===== src/rtl/outer_seq.sv =====
// outer_seq: ForthSuper outer interpreter, walks one TIB line token by token.
// Define OUTER_SHORT_LIT_EN to compile values below 2^MSZ as LIT8_OP + one byte.
module outer_seq #(
   parameter int TIB     = 'h0,
   parameter int MSZ     = 8,
   parameter int DSZ     = 32,
   parameter int ASZ     = 17,
   parameter int LIT_OP  = 'h02,
   parameter int LIT8_OP = 'h03
) (
   input  logic           clk,
   input  logic           rst,
   input  logic           en,
   input  logic           cmp,
   input  logic [ASZ-1:0] ctx0,
   input  logic [ASZ-1:0] here0,
   output logic           fdr_en,
   output logic [ASZ-1:0] fdr_aw,
   output logic [ASZ-1:0] fdr_ctx,
   input  logic           fdr_bsy,
   input  logic           fdr_hit,
   input  logic [MSZ-1:0] fdr_vw,
   input  logic [ASZ-1:0] fdr_tib,
   output logic           a2i_en,
   output logic [ASZ-1:0] a2i_tib,
   input  logic           a2i_bsy,
   input  logic           a2i_err,
   input  logic [DSZ-1:0] a2i_vo,
   input  logic [ASZ-1:0] a2i_tib_o,
   output logic           exe_en,
   output logic [ASZ-1:0] exe_pfa,
   output logic [MSZ-1:0] exe_op,
   input  logic           exe_bsy,
   output logic           cma_en,
   output logic [ASZ-1:0] cma_ai,
   output logic [MSZ-1:0] cma_vi,
   input  logic           cma_bsy,
   output logic           ss_push,
   output logic [DSZ-1:0] ss_v,
   output logic [ASZ-1:0] tib,
   output logic [ASZ-1:0] here,
   output logic           bsy,
   output logic           err,
   output logic [7:0]     tok_cnt
);
   localparam int NB = DSZ / MSZ;
   localparam int KW = (NB > 1) ? $clog2(NB) : 1;
   localparam logic [ASZ-1:0] TIB_A = ASZ'(TIB);
   localparam logic [MSZ-1:0] LIT_B = MSZ'(LIT_OP);
   localparam logic [MSZ-1:0] LIT8_B = MSZ'(LIT8_OP);

   typedef enum logic [3:0] {
      IDLE, FND, EXE, CMA, A2I, LIT, NUM, PSH, ERR, DONE
   } state_t;

   state_t         st;
   logic           fst;
   logic           cmp_q;
   logic           sht;
   logic           sht_nx;
   logic [KW-1:0]  k;
   logic [KW-1:0]  k_last;
   logic [ASZ-1:0] ctx;
   logic [ASZ-1:0] tib_q;
   logic [ASZ-1:0] here_q;
   logic [ASZ-1:0] pfa;
   logic [MSZ-1:0] op;
   logic [DSZ-1:0] v;
   logic [MSZ-1:0] vb;
   logic           err_q;
   logic [7:0]     cnt;
   logic           fdr_done;
   logic           a2i_done;
   logic           exe_done;
   logic           cma_done;

`ifdef OUTER_SHORT_LIT_EN
   assign sht_nx = (a2i_vo >> MSZ) == '0;
`else
   assign sht_nx = 1'b0;
`endif

   // the entry cycle of every state (and of every NUM byte) ignores bsy
   assign fdr_done = !fst && !fdr_bsy;
   assign a2i_done = !fst && !a2i_bsy;
   assign exe_done = !fst && !exe_bsy;
   assign cma_done = !fst && !cma_bsy;

   assign k_last = sht ? '0 : KW'(NB - 1);
   assign vb     = MSZ'(v >> (MSZ * int'(k)));

   assign fdr_en  = st == FND;
   assign fdr_aw  = tib_q;
   assign fdr_ctx = ctx;
   assign a2i_en  = st == A2I;
   assign a2i_tib = tib_q;
   assign exe_en  = st == EXE;
   assign exe_pfa = pfa;
   assign exe_op  = op;
   assign cma_en  = st inside {CMA, LIT, NUM};
   assign ss_push = st == PSH;
   assign ss_v    = v;
   assign tib     = tib_q;
   assign here    = here_q;
   assign bsy     = !(st inside {IDLE, ERR, DONE});
   assign err     = err_q;
   assign tok_cnt = cnt;

   always_comb begin
      cma_ai = '0;
      cma_vi = '0;
      unique case (1'b1)
         st == CMA: begin
            cma_ai = here_q;
            cma_vi = op;
         end
         st == LIT: begin
            cma_ai = here_q;
            cma_vi = sht ? LIT8_B : LIT_B;
         end
         st == NUM: begin
            cma_ai = here_q + ASZ'(k);
            cma_vi = vb;
         end
         default: ;
      endcase
   end

   always_ff @(posedge clk) begin
      if (!rst) begin
         st     <= IDLE;
         fst    <= 1'b0;
         cmp_q  <= 1'b0;
         sht    <= 1'b0;
         k      <= '0;
         ctx    <= '0;
         tib_q  <= TIB_A;
         here_q <= '0;
         pfa    <= '0;
         op     <= '0;
         v      <= '0;
         err_q  <= 1'b0;
         cnt    <= '0;
      end else if (!en) begin
         st  <= IDLE;
         fst <= 1'b0;
      end else begin
         fst <= 1'b0;
         unique case (st)
            IDLE: begin
               ctx    <= ctx0;
               here_q <= here0;
               tib_q  <= TIB_A;
               err_q  <= 1'b0;
               cnt    <= '0;
               fst    <= 1'b1;
               st     <= FND;
            end
            FND: if (fdr_done) begin
               tib_q <= fdr_tib;
               cmp_q <= cmp;
               fst   <= 1'b1;
               if (fdr_hit) begin
                  op  <= fdr_vw;
                  pfa <= fdr_tib;
                  st  <= cmp ? CMA : EXE;
               end else if (fdr_vw != '0) begin
                  st <= A2I;
               end else begin
                  tib_q <= TIB_A;
                  st    <= DONE;
               end
            end
            EXE: if (exe_done) begin
               cnt <= cnt + 8'd1;
               fst <= 1'b1;
               st  <= FND;
            end
            CMA: if (cma_done) begin
               here_q <= here_q + ASZ'(1);
               cnt    <= cnt + 8'd1;
               fst    <= 1'b1;
               st     <= FND;
            end
            A2I: if (a2i_done) begin
               fst <= 1'b1;
               if (a2i_err) begin
                  err_q <= 1'b1;
                  tib_q <= TIB_A;
                  st    <= ERR;
               end else begin
                  tib_q <= a2i_tib_o;
                  v     <= a2i_vo;
                  sht   <= sht_nx;
                  st    <= cmp_q ? LIT : PSH;
               end
            end
            PSH: begin
               cnt <= cnt + 8'd1;
               fst <= 1'b1;
               st  <= FND;
            end
            LIT: if (cma_done) begin
               here_q <= here_q + ASZ'(1);
               k      <= '0;
               fst    <= 1'b1;
               st     <= NUM;
            end
            // here stays on the literal base until the last byte lands
            NUM: if (cma_done) begin
               fst <= 1'b1;
               if (k == k_last) begin
                  here_q <= here_q + ASZ'(k) + ASZ'(1);
                  cnt    <= cnt + 8'd1;
                  st     <= FND;
               end else begin
                  k <= k + KW'(1);
               end
            end
            ERR, DONE: ;
            default: st <= IDLE;
         endcase
      end
   end
endmodule


===== config.mk =====
export PLATFORM = sky130hd
export DESIGN_NAME = outer_seq
export DESIGN_NICKNAME = d
export VERILOG_FILES = /design/src/rtl/outer_seq.sv
export SDC_FILE = /design/constraint.sdc
export NUM_CORES = 1
export LEC_CHECK = 0
export BUFFER_PORTS_ARGS = -buffer_cell sky130_fd_sc_hd__buf_4
export CAP_MARGIN = 25
export CORE_UTILIZATION = 48
export DETAILED_ROUTE_END_ITERATION = 7
export PLACE_DENSITY = 0.8
export REMOVE_ABC_BUFFERS = 1
export SLEW_MARGIN = 20
export SYNTH_ARGS = -nofsm -noshare
export SYNTH_HDL_FRONTEND = slang
export SYNTH_SLANG_ARGS = --single-unit

===== constraint.sdc =====
create_clock -name clk -period 3.2 [get_ports clk]
set_input_delay 0.16 -clock clk [delete_from_list [all_inputs] [get_ports clk]]
set_output_delay 0.16 -clock clk [all_outputs]
set_load 0.01 [all_outputs]

==> impl_metrics.csv, run 1 <==
group,metric,value,unit
drt,first_pass_iters,5,
setup_path,critPathKind,"flop to flop",
die,dieArea,0.01498,sq mm
die,fp.dieH,122.4,um
power,peakVddDrop,398.6,uV
cells_and_area,nNetsFinal,1334,
timing,finalHoldViolCount,0,
power,seq_power_share,0.387,
timing,tns,0,ns
power,p_per_area,432.0,mW/mm^2
cells_and_area,seqCellArea,0.002502,sq mm
global_route,grt_pass1_vias,7593,
global_route,grtUsageTotal,0.3385,
clock_tree,clk_path_buf_depth,2,
yosys,yosysSeqAreaShare,0.3596,
drt,ant_nets,0,
drt,drtIter0Drc,696,
die,coreArea,0.01399,sq mm
timing,slew_headroom,0.4072,
setup_path,path_cells,"ha_1 > a21oi_1 > nand4b_1 > a211oi_1 > o221ai_2 > nor4_2 > xnor2_1 > a221oi_2",
timing,final.period_utilization,0.9041,
cells_and_area,final_cell_mix,"buf_4 (327), nand2_1 (196), dfxtp_1 (125), a21oi_1 (102), nor2_1 (74)",
global_route,grt_max_degree,44,
clock_tree,htree_levels,4,
yosys,synth_flop_cell,"dfxtp_1",
setup_path,slowest_delay,0.60,ns
clock_tree,cts_tree,"done",
setup_path,cp_top_family,"compound AO/OA/AOI/OAI gates",
drt,routedWlPerCell,18.37,um
power,clkPwrFrac,0.425,
clock_tree,cts.sink_count,125,
global_route,overflow,0,
yosys,syn_area,0.006958,sq mm
setup_path,crit_path_start_kind,"flop",
yosys,postSynthAreaPerCell,7.714,sq um
die,start_util,0.4974,
cells_and_area,diodes,0,
die,pin_count,300,
cells_and_area,drive_above_1_share,0.3246,
timing,rsz0062_at_grt,"false",
worst_hold_path,hp-class,"input port to flop",
drt,post_drt_via_cell_ratio,5.803,
yosys,synth_cells,902,
yosys,ys_ff_latch,125,
drt,routed_wl,25770,um
setup_path,required,3.52,ns
timing,period_minus_slack,2.893,ns
power,p_int,3217,uW
timing,fmax,0.3456,GHz
setup_path,worstPathMaxFanout,7,
clock_tree,cts_made_buffers,17,
setup_path,crit_arrival,3.21,ns
yosys,synthArstFlopShare,0,
clock_tree,path_clk_slew,0.06,ns
setup_path,slowest_stage,"a21oi_1",
yosys,synth_edf_count,0,
die,dieWidth,122.4,um
placement,io_buffers,299,
cells_and_area,multi_input_area,0.003861,sq mm
cells_and_area,num-fill-cells,1028,
clock_tree,cts_root_buf,"clkbuf_16",
placement,placed_area,0.009096,sq mm
run_status,status,"finished clean",
cells_and_area,fin_util,0.7399,
clock_tree,clk_latency,0.42,ns
global_route,grt_pass1_wl,39430,um
power,switchingPower,1254,uW
power,power.leakage,0.004395,uW
timing,worst_pin_slew,0.8893,ns
drt,drc_errors,0,
timing,skew,0.008218,ns
setup_path,end_kind,"flop",
cells_and_area,fin_area,0.01035,sq mm
placement,gp_congestion,0.9317,
clock_tree,post_cts_buffers,0,
die,rows,43,
cells_and_area,area_growth,48.75,%
global_route,grt_antenna_before_repair,0,
yosys,yosysWarnings,0,
drt,vias,8141,
job,max_cap_viol_count,0,
power,p_comb_frac,0.188,
yosys,yosysUniqueCellTypes,76,
timing,slew_violations,0,
power,swShare,0.2804,
placement,dpl.hpwl,16400,um
timing,setup_viol,0,
cells_and_area,final_common_cell,"buf_4",
setup_path,critical_path_buf_inv_count,0,
[metrics by stage]
step | power, uW | hold WS, ns | worst slack (ns) | std cells
floorplan | 2117 | 0.2960 | -0.3455 | 797
global placement | 2497 | 0.4067 | 0.2731 | 1304
detailed placement | 2505 | 0.4160 | 0.1970 | 1305
CTS | 4450 | 0.001851 | 0.1796 | 1403
global route | 4623 | 0.01665 | 0.03641 | 1403
finish | 4471 | 0.01547 | 0.3068 | 1403
[area by class of cell]
class                           instances  share of cell area
Tap cell                              180             0.02176
Clock inverter                         11             0.01124
Timing Repair Buffer                  394              0.3025
Clock buffer                           21             0.04449
Multi-Input combinational cell        658              0.3731
Sequential cell                       125              0.2418
Inverter                               14            0.005198
[registers in the layout, summed over array words and instances, names as in the netlist]
register and cells:
a2i_tib 17, cmp_q 1, err 1, exe_op 8, exe_pfa 17, fdr_ctx 17, fst 1, here 17
k 2, ss_v 32, st 4, tok_cnt 8
[tightest hold or removal path, stage by stage]
cell and delay [ns]:
buf_4 0.11, nand2_1 0.05, a21oi_1 0.06
[kinds of logic (layout without fill, tap and decap cells)]
family          count (synthesis)  count (layout)  share of synthesized area
buf+inv                       119             440                    0.08847
simple gates                  373             373                     0.2465
xor+xnor                       26              26                    0.03273
flops                         125             125                     0.3596
fa+ha+maj                       6               6                    0.01187
mux                            17              17                    0.03920
compound gates                236             236                     0.2215
[final timing paths]
check / start / endpoint / slack (ns) / cells past startpoint
worst min-delay path: fdr_vw[6] / exe_op[6] / 0.02 / 3
worst min register to register: exe_pfa[7] / exe_pfa[7] / 0.46 / 2
worst max-delay path: here[1] / here[15] / 0.31 / 8
worst max register to register: here[1] / here[15] / 0.31 / 8
[synth_stat cells, types with 3 or more instances]
master / count / area [sq um]
nor3_1: 10 / 50.05
o221a_2: 3 / 33.78
o311ai_0: 3 / 26.28
nand4_1: 15 / 93.84
nor2_1: 74 / 277.8
inv_1: 12 / 45.04
a22o_1: 26 / 227.7
a31oi_1: 9 / 56.30
or3_1: 7 / 43.79
a311oi_1: 3 / 26.28
a22oi_1: 18 / 135.1
dfxtp_1: 125 / 2502
nand2_1: 196 / 735.7
mux2i_1: 7 / 70.07
a221oi_1: 3 / 26.28
buf_2: 19 / 95.09
mux4_2: 8 / 180.2
clkbuf_1: 43 / 161.4
and4_1: 4 / 35.03
o31ai_1: 4 / 30.03
a21oi_1: 102 / 510.5
a211oi_1: 4 / 30.03
buf_1: 4 / 15.01
nor2b_1: 5 / 31.28
xor2_1: 11 / 96.34
nor4_1: 7 / 43.79
nand2b_1: 8 / 50.05
and3_1: 7 / 43.79
o21ai_0: 28 / 140.1
buf_4: 36 / 270.3
o211ai_1: 3 / 22.52
ha_1: 5 / 62.56
xnor2_1: 15 / 131.4
o22ai_1: 5 / 31.28
nand3_1: 14 / 70.07
or2_2: 4 / 25.02
nand3b_1: 3 / 22.52
[per-layer routing]
layer  share of wire  GRT usage
met1            0.38     0.4089
met2            0.48     0.5520
met3           0.084    0.08225
met4           0.050     0.1845
met5               0          0
[power groups by stage]
stage | combinational (uW) | sequential, uW | clock [uW]
2_1_floorplan | 342 | 1780 | 0
3_3_place_gp | 744 | 1750 | 0
3_5_place_dp | 749 | 1760 | 0
4_1_cts | 820 | 1720 | 1910
5_1_grt | 905 | 1740 | 1980
6_report | 839 | 1730 | 1900
[repair_timing]
item / 4_1_cts / 5_1_grt
endpoints found under the setup margin: 0 / 5
hold endpoints to repair: 66 / 0
hold buffers: 66 / 0
resized for setup: 0 / 4
(Power assumes the default switching activity.)
==> run 2: changes to the inputs <==
--- a/config.mk
+++ b/config.mk
@@ -11,6 +11,7 @@
 export DETAILED_ROUTE_END_ITERATION = 7
 export PLACE_DENSITY = 0.8
 export REMOVE_ABC_BUFFERS = 1
+export SETUP_SLACK_MARGIN = 0.4
 export SLEW_MARGIN = 20
 export SYNTH_ARGS = -nofsm -noshare
 export SYNTH_HDL_FRONTEND = slang
==> impl_metrics.csv, run 2 (synthesized netlist as in run 1, its figures left out) <==
group,metric,value,unit
drt,vias,8197,
global_route,grt_max_degree,44,
timing,final.period_utilization,0.8441,
setup_path,r2r_slack,0.50,ns
run_status,status,"finished clean",
clock_tree,cts_root_buf,"clkbuf_16",
power,power.leakage,0.004435,uW
cells_and_area,multi_input_area,0.003928,sq mm
cells_and_area,seqCellArea,0.002506,sq mm
timing,slew_violations,0,
global_route,grtUsageTotal,0.3391,
setup_path,worstPathMaxFanout,6,
clock_tree,htree_levels,4,
drt,drc_errors,0,
placement,io_buffers,299,
setup_path,worstRegToRegCells,11,
timing,slew_headroom,0.6015,
cells_and_area,final_common_cell,"buf_4",
power,p_per_area,427.9,mW/mm^2
timing,worst_pin_slew,0.5971,ns
drt,routed_wl,25990,um
clock_tree,clk_latency,0.42,ns
setup_path,crit_arrival,3.02,ns
cells_and_area,largest_register_ffs,32,
timing,setup_viol,0,
worst_hold_path,min_to,"here[1]",
drt,first_pass_iters,6,
clock_tree,cts_tree,"done",
worst_hold_path,hold_depth,3,
power,peakVddDrop,399.5,uV
timing,rsz0062_at_grt,"false",
timing,skew,0.007765,ns
cells_and_area,drive_above_1_share,0.3382,
cells_and_area,nNetsFinal,1341,
cells_and_area,diodes,0,
timing,hold_ws,0.009450,ns
setup_path,rr_startpoint,"here[0]",
placement,gp_congestion,0.9317,
drt,ant_nets,0,
die,pin_count,300,
clock_tree,clk_path_buf_depth,2,
worst_hold_path,hp-class,"input port to flop",
setup_path,end_kind,"flop",
timing,period_minus_slack,2.701,ns
setup_path,r2r-end,"here[15]",
clock_tree,cts.sink_count,125,
cells_and_area,area_growth,50.57,%
job,max_cap_viol_count,0,
drt,drtIter0Drc,680,
global_route,overflow,0,
global_route,grt_pass1_wl,39460,um
setup_path,required,3.52,ns
timing,tns,0,ns
die,dieArea,0.01498,sq mm
cells_and_area,final_cell_mix,"buf_4 (333), nand2_1 (196), dfxtp_1 (122), a21oi_1 (101), nor2_1 (74)",
worst_hold_path,hold_start,"here0[1]",
die,fp.dieH,122.4,um
cells_and_area,num-fill-cells,1009,
clock_tree,path_clk_slew,0.06,ns
timing,fmax,0.3702,GHz
die,coreArea,0.01399,sq mm
timing,finalHoldViolCount,0,
clock_tree,cts_made_buffers,17,
placement,dpl.hpwl,16400,um
drt,post_drt_via_cell_ratio,5.813,
die,start_util,0.4974,
die,dieWidth,122.4,um
drt,routedWlPerCell,18.43,um
global_route,grt_antenna_before_repair,0,
global_route,grt_pass1_vias,7618,
die,rows,43,
setup_path,crit_path_start_kind,"flop",
setup_path,critPathKind,"flop to flop",
## run 2: critical path, stage by stage, from the launching register on
cell       delay (ns)
dfxtp_2          0.35
ha_4             0.19
fa_2             0.42
buf_4            0.17
inv_1            0.08
nand4_1          0.13
a31o_4           0.31
nand4bb_1        0.18
buf_4            0.17
nor4_2           0.27
xnor2_1          0.12
a221oi_2         0.21
## run 2: area by class of cell
type                       count  area share
clock inverter                11     0.01111
multi-input combinational    658      0.3749
inverter                      14    0.005136
timing repair buffer         401      0.3042
clock buffer                  21     0.04395
sequential                   125      0.2392
tap                          180     0.02150
## run 2: how the worst max path moves through the flow
stage,from,to,slack (ns)
after floorplan,st[2],ss_v[0],-0.35
after global placement,here[0],here[13],0.27
after detailed placement,here[0],here[15],0.20
after CTS,st[2],here[14],0.41
after global routing,here[0],here[15],0.35
final,here[0],here[15],0.50
## run 2: per-layer routing
| metal | wire, um | share of wire | vias up | track usage |
|---|---|---|---|---|
| met4 | 1302 | 0.050 | 0 | 0.1890 |
| met1 | 9839 | 0.38 | 3803 | 0.4083 |
| met2 | 12570 | 0.48 | 511 | 0.5523 |
| li1 | - | - | 3784 | - |
| met5 | 0 | 0 | - | 0 |
| met3 | 2280 | 0.088 | 99 | 0.08271 |
## run 2: what timing repair did
item	in CTS	in global routing
hold buffers	66	0
pin swaps	3	3
setup endpoints to repair	28	27
endpoints found under the hold margin	66	0
setup buffers	2	5
resized for setup	7	15
## run 2: report_power, final
part | internal, uW | switching, uW
clock network | 1180 | 716
registers | 1630 | 109
logic | 419 | 431
## run 2: metrics by stage
step / area, sq um / worst slack (ns) / instances / util / total power, uW
after floorplan: 6395 / -0.3455 / 797 / - / 2117
after global placement: 9081 / 0.2731 / 1304 / 0.6492 / 2497
after detailed placement: 9096 / 0.1970 / 1305 / 0.6503 / 2505
after CTS: 10370 / 0.4129 / 1405 / 0.7413 / 4453
after global routing: 10480 / 0.3498 / 1410 / 0.7489 / 4639
final: 10480 / 0.4988 / 1410 / 0.7489 / 4483
